[src/rtl/sc_spi_target.sv]
// SPI target engine: oversamples SCLK/CSB/MOSI on SPICLK, shifts MISO from a word-wise TX buffer
// and delivers received 32-bit words. Define SC_SPI_TGT_SYNC3_EN to force a three-stage synchronizer.
module sc_spi_target #(
  parameter int SYNC_STAGES = 2
) (
  input  logic        SPICLK,
  input  logic        SYSRSTB,
  input  logic [8:0]  DWIDTH,
  input  logic        CPOL,
  input  logic        CPHA,
  input  logic        BORDER,
  input  logic        ENABLE,
  input  logic [31:0] TXDATA,
  output logic [3:0]  TXDPT,
  output logic [31:0] RXDATA,
  output logic        RXVALID,
  output logic [3:0]  RXDPT,
  output logic        RXABORT,
  output logic        OVERRUN,
  output logic        BUSY,
  input  logic        SCLK,
  input  logic        CSB,
  input  logic        MOSI,
  output logic        MISO,
  output logic        MISO_OE
);

`ifdef SC_SPI_TGT_SYNC3_EN
  localparam int STAGES = 3;
`else
  localparam int STAGES = SYNC_STAGES;
`endif

  typedef enum logic [1:0] {IDLE, DATA, DONE} state_t;

  state_t state, state_next;

  logic [STAGES-1:0] sclk_q, csb_q, mosi_q;
  logic              sclk_d, csb_d;
  logic              sclk_s, csb_s, mosi_s;
  logic              sample_edge, shift_edge, csb_fall, active;
  logic [8:0]        bc;
  logic [31:0]       rx_sh, rx_ins, tx_word;
  logic [2:0]        bit_in_byte;
  logic [4:0]        bpos;
  logic              tx_bit, frame_end, word_end;
  logic [3:0]        abort_dpt;

  function automatic logic [31:0] order(input logic [31:0] w, input logic border);
    return border ? w : {w[7:0], w[15:8], w[23:16], w[31:24]};
  endfunction

  // CSB synchronizer resets high so the bus looks deselected coming out of reset.
  always_ff @(posedge SPICLK or negedge SYSRSTB) begin
    if (!SYSRSTB) begin
      sclk_q <= '0;
      csb_q  <= '1;
      mosi_q <= '0;
      sclk_d <= 1'b0;
      csb_d  <= 1'b1;
    end else begin
      sclk_q <= {sclk_q[STAGES-2:0], SCLK};
      csb_q  <= {csb_q[STAGES-2:0], CSB};
      mosi_q <= {mosi_q[STAGES-2:0], MOSI};
      sclk_d <= sclk_q[STAGES-1];
      csb_d  <= csb_q[STAGES-1];
    end
  end

  assign sclk_s      = sclk_q[STAGES-1];
  assign csb_s       = csb_q[STAGES-1];
  assign mosi_s      = mosi_q[STAGES-1];
  assign sample_edge = (CPOL == CPHA) ? (sclk_s & ~sclk_d) : (~sclk_s & sclk_d);
  assign shift_edge  = (CPOL == CPHA) ? (~sclk_s & sclk_d) : (sclk_s & ~sclk_d);
  assign csb_fall    = csb_d & ~csb_s;
  assign active      = ~csb_s & ENABLE;
  assign BUSY        = active;
  assign TXDPT       = bc[8:5];

  // A short final byte is LSB-aligned, so its bits count down from DWIDTH[2:0].
  assign bit_in_byte = (bc[8:3] == DWIDTH[8:3]) ? (DWIDTH[2:0] - bc[2:0]) : (3'd7 - bc[2:0]);
  assign bpos        = {bc[4:3], bit_in_byte};
  assign tx_word     = order(TXDATA, BORDER);
  assign tx_bit      = tx_word[bpos];
  assign frame_end   = (bc == DWIDTH);
  assign word_end    = (bpos == 5'd24) | frame_end;
  assign abort_dpt   = (bc[4:0] == 5'd0 && bc[8:5] != 4'd0) ? bc[8:5] - 4'd1 : bc[8:5];

  always_comb begin
    rx_ins       = rx_sh;
    rx_ins[bpos] = mosi_s;
  end

  always_ff @(posedge SPICLK or negedge SYSRSTB) begin
    if (!SYSRSTB) state <= IDLE;
    else          state <= state_next;
  end

  always_comb begin
    state_next = state;
    MISO_OE    = 1'b0;
    case (state)
      IDLE: if (csb_fall && active) state_next = DATA;
      DATA: begin
        MISO_OE = ENABLE;
        if (!active)                        state_next = IDLE;
        else if (sample_edge && frame_end)  state_next = DONE;
      end
      DONE: begin
        MISO_OE = ENABLE;
        if (!active) state_next = IDLE;
      end
      default: state_next = IDLE;
    endcase
  end

  // Leaving DATA early still hands over whatever was collected, flagged as an abort.
  always_ff @(posedge SPICLK or negedge SYSRSTB) begin
    if (!SYSRSTB) begin
      bc      <= '0;
      rx_sh   <= '0;
      MISO    <= 1'b0;
      RXDATA  <= '0;
      RXDPT   <= '0;
      RXVALID <= 1'b0;
      RXABORT <= 1'b0;
      OVERRUN <= 1'b0;
    end else begin
      RXVALID <= 1'b0;
      RXABORT <= 1'b0;
      OVERRUN <= 1'b0;
      case (state)
        IDLE: begin
          bc    <= '0;
          rx_sh <= '0;
          MISO  <= (csb_fall && active) ? tx_bit : 1'b0;
        end
        DATA: begin
          if (!active) begin
            bc      <= '0;
            rx_sh   <= '0;
            MISO    <= 1'b0;
            RXVALID <= 1'b1;
            RXABORT <= 1'b1;
            RXDATA  <= order(rx_sh, BORDER);
            RXDPT   <= abort_dpt;
          end else if (sample_edge) begin
            if (word_end) begin
              RXVALID <= 1'b1;
              RXDATA  <= order(rx_ins, BORDER);
              RXDPT   <= bc[8:5];
              rx_sh   <= '0;
            end else begin
              rx_sh <= rx_ins;
            end
            if (frame_end) MISO <= 1'b0;
            else           bc   <= bc + 9'd1;
          end else if (shift_edge) begin
            MISO <= tx_bit;
          end
        end
        DONE: begin
          MISO <= 1'b0;
          if (!active) begin
            bc    <= '0;
            rx_sh <= '0;
          end else if (sample_edge) begin
            OVERRUN <= 1'b1;
          end
        end
        default: begin
          bc    <= '0;
          rx_sh <= '0;
          MISO  <= 1'b0;
        end
      endcase
    end
  end

endmodule

[config.mk]
export PLATFORM = sky130hd
export DESIGN_NAME = sc_spi_target
export DESIGN_NICKNAME = d
export VERILOG_FILES = /design/src/rtl/sc_spi_target.sv
export SDC_FILE = /design/constraint.sdc
export NUM_CORES = 1
export LEC_CHECK = 0
export ABC_AREA = 0
export CORE_ASPECT_RATIO = 1.2
export CORE_MARGIN = 4
export CORE_UTILIZATION = 25
export DETAILED_ROUTE_END_ITERATION = 16
export SLEW_MARGIN = 20
export SYNTH_ARGS = -nofsm -noshare
export SYNTH_HDL_FRONTEND = slang
export SYNTH_SLANG_ARGS = --single-unit
[constraint.sdc]
create_clock -name SPICLK -period 3.15 [get_ports SPICLK]
set_input_delay 0.945 -clock SPICLK [delete_from_list [all_inputs] [get_ports SPICLK]]
set_output_delay 0.945 -clock SPICLK [all_outputs]
set_load 0.03 [all_outputs]
==> results of run 1 <==
-- state kept, by name, summed over array words and instances, names as in the netlist --
register	flops
rx_sh	32
mosi_q	2
OVERRUN	1
state	2
RXABORT	1
MISO	1
RXDATA	32
csb_q	2
RXDPT	4
RXVALID	1
csb_d	1
bc	9
sclk_q	2
sclk_d	1
-- cell usage in the layout (no fill, tap or decap), types with 8 or more instances in the layout --
master           Yosys  routed
dfrtp_1             88      88
mux2i_2              0      13
buf_12               0       8
buf_6                2      23
nand3_1             19      14
a21oi_2              1      12
o21ai_0             76      24
nor2_1              43      24
o21ai_1             38      80
ha_1                 9       8
nand2_1             66      59
a21oi_1             44      30
mux2i_1             46      32
clkbuf_16            0      13
nor2_4               0      18
mux2_4               0      25
inv_1               13      11
o21ai_2              0      10
clkdlybuf4s50_1      0      84
mux2_2              34       9
nor3_1              11       8
buf_4                8      93
-- Yosys cell counts (8+ instances only) --
cell,count
nor2_1,43
o21ai_0,76
o21ai_1,38
nand3_1,19
dfrtp_1,88
clkbuf_1,27
ha_1,9
nand2_1,66
inv_1,13
buf_4,8
nor3_1,11
mux2i_1,46
a21oi_1,44
mux2_2,34
-- layer usage --
layer	part of all wire	track usage	vias up
met2	0.51	0.244	180
met5	0	0	-
li1	-	-	2631
met4	0.014	0.0420	0
met1	0.43	0.181	2744
met3	0.051	0.0261	19
-- power breakdown --
| part | switching (uW) | internal (uW) | leakage [uW] |
|---|---|---|---|
| Clock | 491 | 569 | 0.000138 |
| Sequential | 21.5 | 1210 | 0.00124 |
| Combinational | 658 | 567 | 0.00229 |
| Total | 1170 | 2340 | 0.00367 |
-- metrics by stage --
step / hold slack (ns) / util / instances
4_1_cts: 0.361 / 0.382 / 1090
3_3_place_gp: 0.335 / 0.337 / 1053
2_1_floorplan: 0.331 / - / 633
5_1_grt: 0.366 / 0.403 / 1104
6_report: 0.357 / 0.403 / 1104
3_5_place_dp: 0.345 / 0.337 / 1053
-- what timing repair did --
| action | 4_1_cts | 5_1_grt |
|---|---|---|
| gates resized for setup | 177 | 89 |
| endpoints found under the setup margin | 73 | 71 |
| pin swaps | 29 | 24 |
| buffers inserted | 18 | 11 |
| cloned | 3 | 7 |
-- final cells by class --
cell class,instances,area [um^2],area share
Multi-Input combinational cell,482,3900,0.430
Sequential cell,91,2280,0.251
Timing Repair Buffer,222,2200,0.242
Tap cell,279,349,0.0385
Clock buffer,11,243,0.0268
Inverter,14,55.1,0.00607
Clock inverter,5,45.0,0.00496
-- cells by family (layout without fill, tap and decap cells) --
family                   after synthesis  after routing  share of synthesized area
XOR/XNOR                              15             15                     0.0242
buffers and inverters                 61            252                     0.0491
AO/OA/AOI/OAI                        190            190                      0.187
multiplexers                          85             85                      0.167
AND/OR/NAND/NOR                      181            182                      0.152
flip-flops                            91             91                      0.398
adder cells (fa/ha/maj)               10             10                     0.0231
-- how the worst min path moves through the flow --
stage,startpoint,to
finish,sclk_q[0]$_DFF_PN0_,sclk_q[1]$_DFF_PN0_
global route,sclk_q[0]$_DFF_PN0_,sclk_q[1]$_DFF_PN0_
CTS,mosi_q[0]$_DFF_PN0_,mosi_q[1]$_DFF_PN0_
detailed placement,mosi_q[0]$_DFF_PN0_,mosi_q[1]$_DFF_PN0_
global placement,mosi_q[0]$_DFF_PN0_,mosi_q[1]$_DFF_PN0_
floorplan,mosi_q[0]$_DFF_PN0_,mosi_q[1]$_DFF_PN0_
-- critical path: stages --
cell       delay [ns]
buf_6            0.09
inv_4            0.05
ha_4             0.12
inv_2            0.03
fa_2             0.38
xnor2_4          0.18
or4_4            0.53
a21oi_4          0.22
a21oi_1          0.14
o21ai_2          0.23
buf_6            0.16
nand2_4          0.09
clkbuf_16        0.22
nand2_1          0.06
o21ai_1          0.05
==> qor.yml, run 1 <==
antenna_cells: 0
die_x_um: 146
num_vias: 5574
ios: 96
holdBufCountCts: 0
layout.nets: 880
crit_arrival_ns: 3.50
timing.rr.end: "RXDATA[24]$_DFFE_PN0P_"
std_cell_rows: 60
synth.distinct_cells: 62
endpoint_kind: "flip-flop"
root_buffer: "clkbuf_16"
drtIter0Drc: 338
crit_end: "RXDATA[24]$_DFFE_PN0P_"
hp-class: "reg2reg"
finalInstanceArea_um2: 9070
nFillCells: 2168
vdd_ir_drop_max_uv: 254
synth_edf_count: 0
yosysSeqAreaShare: 0.398
hold_violations: 0
grt_max_degree: 52
synth_top_area_frac: 0.384
drc: 0
grt-ovfl-total: 0
ys_ff_latch: 91
grt_pass1_wl_mm: 29.5
yosysTopAreaCell: "dfrtp_1"
rr_startpoint: "bc[8]$_DFFE_PN0P_"
viasPerCell: 5.05
synth-async-reset-ratio: 1.00
dp_slack_ns: -0.963
synth_cells: 633
path_class: "in2reg"
fmax_ghz: 0.307
detail_route.wl_per_cell_um: 17.7
placed_area_um2: 7590
cts_sinks: 91
clk_latency_ns: 0.34
crit_required_ns: 3.39
drt-total-wl_mm: 19.6
synth_area_per_cell_um2: 9.06
setup_viol: 37
report.final.slew_viol_count: 0
io_buffers: 95
cts_tree: "built"
max-slew-margin-rel: 0.561
start_util: 0.255
setup.worst_path.start_class: "primary input"
synth_nets: 693
status: "complete, but fails checks"
core_area_um2: 22500
p_leak_uw: 0.00367
hpwl_mm: 13.0
fin_ws_ns: -0.112
antenna_found_initial: 0
rr_worst_depth: 11
violations: "negative setup slack"
yosys-top-cells-area: "dfrtp_1 38%, mux2i_1 8.0%, mux2_2 6.7%"
cap_violations: 0
yosys_warnings: 0
htreeDepth: 3
drive_gt1_frac: 0.371
power_uw: 3510
pwr_density_cell_nw_per_um2: 387
first_global_vias: 5503
die_h_um: 174
drtPass1Iterations: 7
routabilityCongestion: 0.798
min_period_ns: 3.26
min_delay_path_depth: 0
synthToLayoutAreaGrowth_pct: 58.2
ant_nets: 0
die_area_um2: 25400
worst_pin_slew_ns: 0.655
cts_buffers: 9
crit_path_start: "DWIDTH[0]"
rsz0062_at_grt: "true"
cts.clk_slew.worst_paths_ns: 0.07
reg2reg_slack_ns: 0.13
cp_max_fo: 6
min_period_over_period: 1.04
clockBufferDepth: 2
fin_worst_skew_ns: 0.0124
grt_usage: 0.141
synth_ff_type: "dfrtp_1"
netlist_area_um2: 5740
setup-tns-final_ns: -2.73
Power figures use the tool's default switching activity.
==> run 2: changes to the inputs <==
--- a/config.mk
+++ b/config.mk
@@ -9,6 +9,7 @@
 export CORE_ASPECT_RATIO = 1.2
 export CORE_MARGIN = 4
 export CORE_UTILIZATION = 25
+export CTS_CLUSTER_SIZE = 8
 export DETAILED_ROUTE_END_ITERATION = 16
 export SLEW_MARGIN = 20
 export SYNTH_ARGS = -nofsm -noshare
==> results of run 2 <==
Final layout, timing and power as in run 1 (identical DEF).
